===== src/rtl/systolic_operand_feeder_pkg.sv =====
// Definitions shared between the operand feeder and the PE array.
// The PEs use HOLD_CYCLES and FP_ZERO as well.
package systolic_pkg;
    localparam int DATA_W      = 32;
    localparam int HOLD_CYCLES = 6;
    localparam logic [DATA_W-1:0] FP_ZERO = 32'h0000_0000;

    typedef enum logic [1:0] {IDLE, ARM, RUN, DONE} feeder_state_e;

    // One spare code above the largest dimension, so that an out-of-range
    // index can be expressed on the write port and then dropped.
    function automatic int idx_width(input int n, input int k);
        return $clog2((n > k ? n : k) + 1);
    endfunction
endpackage


===== src/rtl/systolic_operand_feeder_if.sv =====
// Tile-loader write port and the array-edge outputs of the operand feeder.
interface systolic_operand_feeder_if import systolic_pkg::*; #(
    parameter int N     = 4,
    parameter int K     = 4,
    parameter int IDX_W = idx_width(N, K)
);
    logic                         wr_valid;
    logic                         wr_ready;
    logic                         wr_sel;
    logic [IDX_W-1:0]             wr_row;
    logic [IDX_W-1:0]             wr_col;
    logic [DATA_W-1:0]            wr_data;
    logic                         start;
    logic                         busy;
    logic [N-1:0][DATA_W-1:0]     a_out;
    logic [N-1:0][DATA_W-1:0]     b_out;
    logic                         step_stb;
    logic                         done;

    modport master (
        output wr_valid, wr_sel, wr_row, wr_col, wr_data, start,
        input  wr_ready, busy, a_out, b_out, step_stb, done
    );
    modport slave (
        input  wr_valid, wr_sel, wr_row, wr_col, wr_data, start,
        output wr_ready, busy, a_out, b_out, step_stb, done
    );
endinterface


===== src/rtl/systolic_operand_feeder_tile_buf.sv =====
// A (N x K) and B (K x N) operand buffers with one write port and
// 2N skewed read ports that select the wavefront diagonal for step rd_step.
module operand_tile_buf import systolic_pkg::*; #(
    parameter int N     = 4,
    parameter int K     = 4,
    parameter int IDX_W = idx_width(N, K),
    parameter int S_W   = 4
) (
    input  logic                     clk,
    input  logic                     rst,
    input  logic                     wr_en,
    input  logic                     wr_sel,
    input  logic [IDX_W-1:0]         wr_row,
    input  logic [IDX_W-1:0]         wr_col,
    input  logic [DATA_W-1:0]        wr_data,
    input  logic [S_W-1:0]           rd_step,
    output logic [N-1:0][DATA_W-1:0] a_rd,
    output logic [N-1:0][DATA_W-1:0] b_rd
);
    logic [N-1:0][K-1:0][DATA_W-1:0] a_mem;
    logic [K-1:0][N-1:0][DATA_W-1:0] b_mem;

    // Indices outside the tile match no cell, so such writes fall away.
    always_ff @(posedge clk or negedge rst) begin
        if (!rst) begin
            a_mem <= '0;
            b_mem <= '0;
        end else if (wr_en) begin
            for (int r = 0; r < N; r++)
                for (int c = 0; c < K; c++)
                    if (!wr_sel && wr_row == IDX_W'(r) && wr_col == IDX_W'(c))
                        a_mem[r][c] <= wr_data;
            for (int r = 0; r < K; r++)
                for (int c = 0; c < N; c++)
                    if (wr_sel && wr_row == IDX_W'(r) && wr_col == IDX_W'(c))
                        b_mem[r][c] <= wr_data;
        end
    end

    // Lane i sees element k of its row/column when rd_step == i + k.
    always_comb begin
        a_rd = '0;
        b_rd = '0;
        for (int i = 0; i < N; i++) begin
            a_rd[i] = FP_ZERO;
            b_rd[i] = FP_ZERO;
            for (int k = 0; k < K; k++) begin
                if (rd_step == S_W'(i + k)) begin
                    a_rd[i] = a_mem[i][k];
                    b_rd[i] = b_mem[k][i];
                end
            end
        end
    end
endmodule


===== src/rtl/systolic_operand_feeder.sv =====
// Operand feeder: buffers one A/B tile pair and streams it skewed into the
// west/north edges of the PE array, one step per HOLD_CYCLES-cycle period.
module systolic_operand_feeder import systolic_pkg::*; #(
    parameter int N = 4,
    parameter int K = 4
) (
    input  logic                       clk,
    input  logic                       rst,
    systolic_operand_feeder_if.slave   bus
);
    localparam int IDX_W = idx_width(N, K);
    localparam int S     = K + 2 * (N - 1);
    localparam int S_W   = (S > 1) ? $clog2(S) : 1;
    localparam int PH_W  = (HOLD_CYCLES > 1) ? $clog2(HOLD_CYCLES) : 1;

    feeder_state_e            state, state_nxt;
    logic [PH_W-1:0]          phase, phase_nxt;
    logic [S_W-1:0]           step, step_nxt;
    logic                     phase_last;
    logic                     wr_en;
    logic [N-1:0][DATA_W-1:0] a_rd, b_rd;

    assign phase_last  = phase == PH_W'(HOLD_CYCLES - 1);
    assign phase_nxt   = phase_last ? '0 : phase + PH_W'(1);
    assign bus.wr_ready = state == IDLE;
    assign bus.busy     = (state == ARM) || (state == RUN);
    assign bus.done     = state == DONE;
    assign wr_en        = bus.wr_valid && bus.wr_ready;

    always_comb begin
        state_nxt = state;
        step_nxt  = step;
        case (state)
            IDLE: if (bus.start) state_nxt = ARM;
            ARM:  if (phase_last) begin
                state_nxt = RUN;
                step_nxt  = '0;
            end
            RUN:  if (phase_last) begin
                if (step == S_W'(S - 1)) state_nxt = DONE;
                else                     step_nxt  = step + S_W'(1);
            end
            DONE:    state_nxt = IDLE;
            default: state_nxt = IDLE;
        endcase
    end

    // Read ports look at the next step so the edge registers change exactly
    // on the phase wrap and then hold for the whole step.
    operand_tile_buf #(.N(N), .K(K), .IDX_W(IDX_W), .S_W(S_W)) u_buf (
        .clk     (clk),
        .rst     (rst),
        .wr_en   (wr_en),
        .wr_sel  (bus.wr_sel),
        .wr_row  (bus.wr_row),
        .wr_col  (bus.wr_col),
        .wr_data (bus.wr_data),
        .rd_step (step_nxt),
        .a_rd    (a_rd),
        .b_rd    (b_rd)
    );

    always_ff @(posedge clk or negedge rst) begin
        if (!rst) begin
            state        <= IDLE;
            phase        <= '0;
            step         <= '0;
            bus.a_out    <= '0;
            bus.b_out    <= '0;
            bus.step_stb <= 1'b0;
        end else begin
            state        <= state_nxt;
            phase        <= phase_nxt;
            step         <= step_nxt;
            bus.a_out    <= (state_nxt == RUN) ? a_rd : '0;
            bus.b_out    <= (state_nxt == RUN) ? b_rd : '0;
            bus.step_stb <= (state_nxt == RUN) && (phase_nxt == '0);
        end
    end
endmodule


===== src/flat_wrapper.sv =====
// flat-port wrapper written by rule: the top's interface ports become plain ports
module systolic_operand_feeder_flat import systolic_pkg::*;
#(
    parameter int N = 4,
    parameter int K = 4
)
  (clk, rst, bus_wr_valid, bus_wr_sel, bus_wr_row, bus_wr_col, bus_wr_data, bus_start, bus_wr_ready, bus_busy, bus_a_out, bus_b_out, bus_step_stb, bus_done);
  systolic_operand_feeder_if #(.N(N), .K(K)) bus_i ();
  input  logic clk;
  input  logic rst;
  input wire logic [$bits(bus_i.wr_valid)-1:0] bus_wr_valid;
  input wire logic [$bits(bus_i.wr_sel)-1:0] bus_wr_sel;
  input wire logic [$bits(bus_i.wr_row)-1:0] bus_wr_row;
  input wire logic [$bits(bus_i.wr_col)-1:0] bus_wr_col;
  input wire logic [$bits(bus_i.wr_data)-1:0] bus_wr_data;
  input wire logic [$bits(bus_i.start)-1:0] bus_start;
  output wire logic [$bits(bus_i.wr_ready)-1:0] bus_wr_ready;
  output wire logic [$bits(bus_i.busy)-1:0] bus_busy;
  output wire logic [$bits(bus_i.a_out)-1:0] bus_a_out;
  output wire logic [$bits(bus_i.b_out)-1:0] bus_b_out;
  output wire logic [$bits(bus_i.step_stb)-1:0] bus_step_stb;
  output wire logic [$bits(bus_i.done)-1:0] bus_done;
  assign bus_i.wr_valid = bus_wr_valid;
  assign bus_i.wr_sel = bus_wr_sel;
  assign bus_i.wr_row = bus_wr_row;
  assign bus_i.wr_col = bus_wr_col;
  assign bus_i.wr_data = bus_wr_data;
  assign bus_i.start = bus_start;
  assign bus_wr_ready = bus_i.wr_ready;
  assign bus_busy = bus_i.busy;
  assign bus_a_out = bus_i.a_out;
  assign bus_b_out = bus_i.b_out;
  assign bus_step_stb = bus_i.step_stb;
  assign bus_done = bus_i.done;
  systolic_operand_feeder #(.N(N), .K(K)) u_core (.clk(clk), .rst(rst), .bus(bus_i));
endmodule

===== config.mk =====
export PLATFORM = sky130hd
export DESIGN_NAME = systolic_operand_feeder_flat
export DESIGN_NICKNAME = d
export VERILOG_FILES = /design/src/rtl/systolic_operand_feeder_pkg.sv /design/src/rtl/systolic_operand_feeder_if.sv /design/src/rtl/systolic_operand_feeder_tile_buf.sv /design/src/rtl/systolic_operand_feeder.sv /design/src/flat_wrapper.sv
export SDC_FILE = /design/constraint.sdc
export NUM_CORES = 2
export LEC_CHECK = 0
export ABC_AREA = 1
export CORE_UTILIZATION = 30
export DETAILED_ROUTE_END_ITERATION = 8
export GPL_TIMING_DRIVEN = 1
export PLACE_DENSITY = 0.55
export SLEW_MARGIN = 20
export SYNTH_ARGS = -nofsm -noshare
export SYNTH_HDL_FRONTEND = slang
export SYNTH_SLANG_ARGS = --single-unit
export TNS_END_PERCENT = 10

===== constraint.sdc =====
create_clock -name clk -period 2.1 [get_ports clk]
set_input_delay 0.21 -clock clk [delete_from_list [all_inputs] [get_ports clk]]
set_output_delay 0.21 -clock clk [all_outputs]
set_load 0.005 [all_outputs]

Word-level counts from Yosys, hierarchy flattened:

Cells that the tools add are included.

* register bits: 1290
* input bits: 43
* output and inout port bits: 260
* word-level logic and storage cells: 189

* $add $sub $neg: 2
* equal/unequal tests: 18
* muxes and demuxes: 44
* reduce and logical (&&, ||, !) cells: 81

Operators with widths (count)
* $mux W32: 32
* $mux W128: 2
* $reduce_and A2 Y1: 32
* $logic_and A1 B1 Y1: 42
* $eq A3 B2 Y1 const B: 4
* $eq A4 B3 Y1 const B: 3
* $mux W4: 3
* $logic_not A3 Y1: 3
* $eq A4 B2 Y1 const B: 2
* $mux W2: 4
* $pmux W2 S4: 1
* $pmux W4 S2: 1
* $eq A2 B2 Y1 const B: 3
* $eq A3 B1 Y1 const B: 2
* $add A4 B1 Y4 const B: 1
* $eq A4 B1 Y1 const B: 1
* $eq A4 B4 Y1 const B: 1
* $logic_not A4 Y1: 1
* $add A3 B1 Y3 const B: 1
* $eq A3 B3 Y1 const B: 1
* $mux W3: 1
* $eq A2 B1 Y1 const B: 1
* $logic_not A2 Y1: 1
* $logic_not A1 Y1: 1
* $logic_or A1 B1 Y1: 1

Longest topological paths before layout:

* depth in word-level cells: 10
* depth in mapped cells: 16
* mapped depth without buffers: 13

By module:

Synthesis repeated with hierarchy kept, for this count alone.

* cell total of the unflattened synthesis: 6903
* area, all modules: 58120.7 um^2

By module, submodules not included
* operand_tile_buf: instances 1, cells each 6034, area an instance 47172.7 um^2
* systolic_operand_feeder: instances 1, cells each 869, area an instance 10948.0 um^2

Least setup slack after synthesis:

OpenSTA, ideal clock, no wires.

* kind: register to register
* start point: register u_core.state[0]
* end point: register u_core.bus.a_out[64]
* library setup time: 121 ps
* data arrival time: 2045 ps
* required time: 1979 ps
* slack: -66 ps
* stages on the path, launching flop included: 12
* path buffers: 3
* cell sequence: dfrtp_1 > inv_1 > ha_1 > buf_2 > nand2_1 > o21ai_1 > a21boi_2 > nand3_1 > buf_2 > clkbuf_1 > o21ai_0 > nor2_1

* longest elaborated chain between the ends: 8
* elaborated cells between the ends (all ways): 20
* those cells by class: eq/ne (8); mux (11); reduce/logical (1)

Ends and longest elaborated chain
* start, declared: RTL line systolic_operand_feeder.sv:16 `feeder_state_e state, state_nxt;`
* start signal, assigned: RTL line systolic_operand_feeder.sv:72 `state <= state_nxt;`
* $eq A2 B2 Y1 / $eq A2 B1 Y1 (equally long branches): RTL line systolic_operand_feeder.sv:33 `case (state)`
* $pmux W4 S2: RTL line systolic_operand_feeder.sv:33
* $eq A4 B2 Y1: RTL line systolic_operand_feeder_tile_buf.sv:48 `if (rd_step == S_W'(i + k)) begin`
* $mux W32 (4 in series): RTL line systolic_operand_feeder_tile_buf.sv:48
* $mux W128 (*): RTL line systolic_operand_feeder.sv:75 `bus.a_out <= (state_nxt == RUN) ? a_rd : '0;`
* end signal, assigned: RTL line systolic_operand_feeder.sv:75
* end, declared: RTL line systolic_operand_feeder_if.sv:26 `output wr_ready, busy, a_out, b_out, step_stb, done`

Every way passes the cells marked *; elsewhere a longest branch is shown, timed or not.
A chain may end at the register's enable or synchronous reset.

Worst setup path in the final report:

* start point: register u_core.step[0]
* end point: register u_core.bus.b_out[76]

* longest elaborated chain between the ends: 10
* elaborated cells between the ends (all ways): 19
* those cells by class: add/sub (1); eq/ne (6); mux (12)

Ends and longest elaborated chain
* start, declared: RTL line systolic_operand_feeder.sv:18 `logic [S_W-1:0] step, step_nxt;`
* start signal, assigned: RTL line systolic_operand_feeder.sv:74 `step <= step_nxt;`
* $add A4 B1 Y4 / $eq A4 B4 Y1 (equally long branches): RTL line systolic_operand_feeder.sv:41, systolic_operand_feeder.sv:40
* $mux W4: RTL line systolic_operand_feeder.sv:40 `if (step == S_W'(S - 1)) state_nxt = DONE;`
* $mux W4: RTL line systolic_operand_feeder.sv:39 `RUN: if (phase_last) begin`
* $pmux W4 S2: RTL line systolic_operand_feeder.sv:33
* $eq A4 B2 Y1: RTL line systolic_operand_feeder_tile_buf.sv:48
* $mux W32 (4 in series): RTL line systolic_operand_feeder_tile_buf.sv:48
* $mux W128 (*): RTL line systolic_operand_feeder.sv:76 `bus.b_out <= (state_nxt == RUN) ? b_rd : '0;`
* end signal, assigned: RTL line systolic_operand_feeder.sv:76
* end, declared: RTL line systolic_operand_feeder_if.sv:26

Marked as above.

==> flow_summary_export.csv <==
group,metric,value,unit
placed_design,dpl-instance-area,0.0644,mm²
power,switchingPower,23.4,mW
routing,vias,47500,
layout,final_cells,9090,
layout,fin_util,39.9,%
hold_path,hp-class,"input pin to flop",
global_route,grt_usage,21.4,%
yosys,avgSynthCellArea,8.86,µm²
power,total_power,72.9,mW
power,p_comb_share,27.1,%
yosys,synth_nets,6246,
yosys,yosysMostFrequentCell,"nand2_1",
yosys,seq_area_frac_synth,58.8,%
yosys,synthArstFlopShare,100,%
yosys,synth_top_family_by_area,"simple AND/OR/NAND/NOR gates",
clocking,path_clk_slew,0.06,ns
timing,hold_violations,0,
floorplanning,dieArea,0.185,mm²
yosys,netlist.area_leader.share,58.8,%
setup_path,path_max_fanout,11,
routing,ant_nets,0,
routing,drt-total-wl,204000,µm
floorplanning,initial_utilization,30.3,%
timing,setup_viol,261,
power,ir_worst_vdd,0.717,mV
placed_design,gp_congestion,0.797,
yosys,synth-compound-area-share,11.8,%
yosys,synth-seq-cells,1290,
outcome,status,"finished, violations left",
routing,drcViolationCount,0,
yosys,yosysUniqueCellTypes,23,
timing,rsz0062_at_grt,"yes",
setup_path,crit_slowest_cell,"dfrtp_2",
floorplanning,design.core.area,0.181,mm²
setup_path,worstPathArrival,3.08,ns
timing,relSlewSlack,63.5,%
routing,viasPerCell,5.23,
timing,worstMarginPinSlew,0.548,ns
layout,fillers,17600,
timing,fin_crit,2.41,ns
clocking,cts_root_buf,"clkbuf_16",
timing,fin_crit_sh,115,%
timing,tns,-56.78,ns
yosys,synth-adder-area-share,0.137,%
floorplanning,ioPinCount,303,
yosys,synth_top_area_cell,"dfrtp_1",
yosys,synth-simple-area-share,23.9,%
timing,finalWorstSetupSlack,-0.314,ns
yosys,synthCells,6197,
placed_design,place_hpwl,119000,µm
floorplanning,die_h,430,µm
clocking,cts_made_buffers,140,
placed_design,io_buffer_count,302,
clocking,h-tree-depth,4,
job,maxCapViolations,0,
timing,drv_slew,0,
setup_path,endpoint_kind,"flop",
layout,nNetsFinal,6654,
power,p_clk_share,34.7,%
power,p_int,49.5,mW
power,leakagePower,33.5,nW
power,p_seq_share,38.2,%
layout,post-route-cell-area,0.0723,mm²
floorplanning,fp-row-count,156,
routing,drtPass1Iterations,8,
setup_path,crit_type,"flop to flop",
floorplanning,die_x,430,µm
setup_path,slowest_delay,0.43,ns
yosys,netlist_top_cells_count,"nand2_1 (1,565), dfrtp_1 (1,290), o21ai_0 (974)",
timing,max_freq,414,MHz
yosys,synth_area_leaders,"dfrtp_1 (59%), nand2_1 (11%), o21ai_0 (8.9%)",
global_route,grt_pass1_wl,300000,µm
global_route,grt_pass1_vias,45400,
power,power_density,1010,mW/mm²
layout,syn2layout_area_growth,31.7,%
clocking,cts_sinks,1290,
setup_path,cp_cell_sequence,"buf_4, inv_1, nor2_2, nand2_1, nand2_1, nand3_2, nand2_4, nand2_8, buf_16, buf_4, clkbuf_16, nand4_1, nand2_1, nor2_1, nor2_1",
clocking,clockBufferDepth,3,
layout,drive_gt1_share,15.5,%
clocking,clk_latency,0.81,ns
global_route,antenna_found_initial,13,
routing,wire_per_inst,22.5,µm
yosys,yosys_warnings,0,
placed_design,post-place-cells,8709,
setup_path,worst_path_most_repeated_cell,"nand2_1",
global_route,grt_max_degree,91,
yosys,synthMuxAreaShare,0,%
clocking,cts_tree,"done",
yosys,netlist_area,0.0549,mm²
setup_path,cp.required,2.77,ns
yosys,synth_flop_cell,"dfrtp_1",
outcome,failed_checks,"setup timing",
routing,drt_iter0_drc,5276,
yosys,synth_edf_count,0,
global_route,overflow,0,
timing,fin_skew,0.0284,ns
power,netSwitchingFraction,32.1,%
yosys,yosys.area_share.xor_xnor,0,%
setup_path,startpoint_type,"flop",
sequential cells by signal, summed over array words and instances, names as in the netlist:
register / flops
u_core.state: 2
u_core.bus.step_stb: 1
u_core.u_buf.b_mem: 512
u_core.step: 4
u_core.u_buf.a_mem: 512
u_core.phase: 3
u_core.bus.b_out: 128
u_core.bus.a_out: 128
critical path, delay by kind of cell (launching register included):
kind	cells	cell delay [ns]
buffers and inverters	5	0.75
DFF	1	0.43
and+or+nand+nor	10	1.08
logic make-up after synthesis:
logic type,after synthesis
AND/OR/NAND/NOR,2925
AO/OA/AOI/OAI,1291
flip-flops,1290
buffers and inverters,685
adder cells (fa/ha/maj),6
cell type report:
class	count	area [µm²]	area share, %
Multi-Input combinational cell	4223	20400	28.2
Clock inverter	55	643	0.889
Tap cell	2370	2970	4.10
Antenna cell	6	15.0	0.0208
Inverter	58	233	0.322
Clock buffer	196	4050	5.60
Sequential cell	1290	32300	44.6
Timing Repair Buffer	892	11700	16.2
repair_timing:
item	in CTS	in global routing
pin swaps	41	59
setup buffers	40	33
hold buffers	2	0
hold endpoints to repair	1166	0
cloned	24	30
gates resized for setup	167	199
setup endpoints to repair	1193	711
routing by layer:
metal | vias to the layer above | global-route usage (%) | wire length (µm) | part of all wire, %
li1 | 22000 | - | - | -
met1 | 23600 | 27.9 | 85000 | 42
met2 | 1660 | 35.7 | 99400 | 49
met3 | 308 | 2.45 | 10800 | 5.3
met4 | 0 | 9.18 | 8850 | 4.3
met5 | - | 0 | 0 | 0
stage by stage:
step	hold WS (ns)	setup slack (ns)
finish	0.155	-0.314
global route	0.132	-0.411
CTS	0.0869	-0.249
detailed placement	0.109	-0.548
global placement	0.110	-0.488
floorplan	-0.0856	-0.0129
power groups by stage:
stage | Sequential [mW] | Combinational, mW | Clock (mW)
after floorplan | 28.0 | 8.50 | 0
after global placement | 28.2 | 16.0 | 0
after detailed placement | 28.2 | 16.2 | 0
after CTS | 27.8 | 17.6 | 25.8
after global routing | 28.1 | 21.0 | 26.7
final | 27.9 | 19.7 | 25.3
cells in the final DEF, fill, tap and decap left out, drive strengths merged, types with 2 or more instances in the layout:
cell type,instances
nand3,20
clkinvlp,4
clkinv,47
clkbuf,224
bufinv,9
diode,6
nand2,1603
dlygate4sd2,2
nand4,768
buf,556
dfrtp,1290
clkdlybuf4s50,298
a21oi,2
nor4,4
bufbuf,6
inv,53
ha,6
o21ai,1287
nor2,531
final timing paths:
path | cells after the start | slack (ns) | startpoint | endpoint
min in group asynchronous | 3 | 0.19 | rst | u_core.bus.b_out[0]
hold / removal | 3 | 0.15 | bus_wr_data[17] | u_core.u_buf.a_mem[113]
setup / recovery | 15 | -0.31 | u_core.step[0] | u_core.bus.b_out[76]
setup reg to reg | 15 | -0.31 | u_core.step[0] | u_core.bus.b_out[76]
hold reg to reg | 2 | 0.48 | u_core.u_buf.a_mem[494] | u_core.u_buf.a_mem[494]
max in group asynchronous | 4 | 1.13 | rst | u_core.u_buf.b_mem[13]
(Power assumes the default switching activity.)
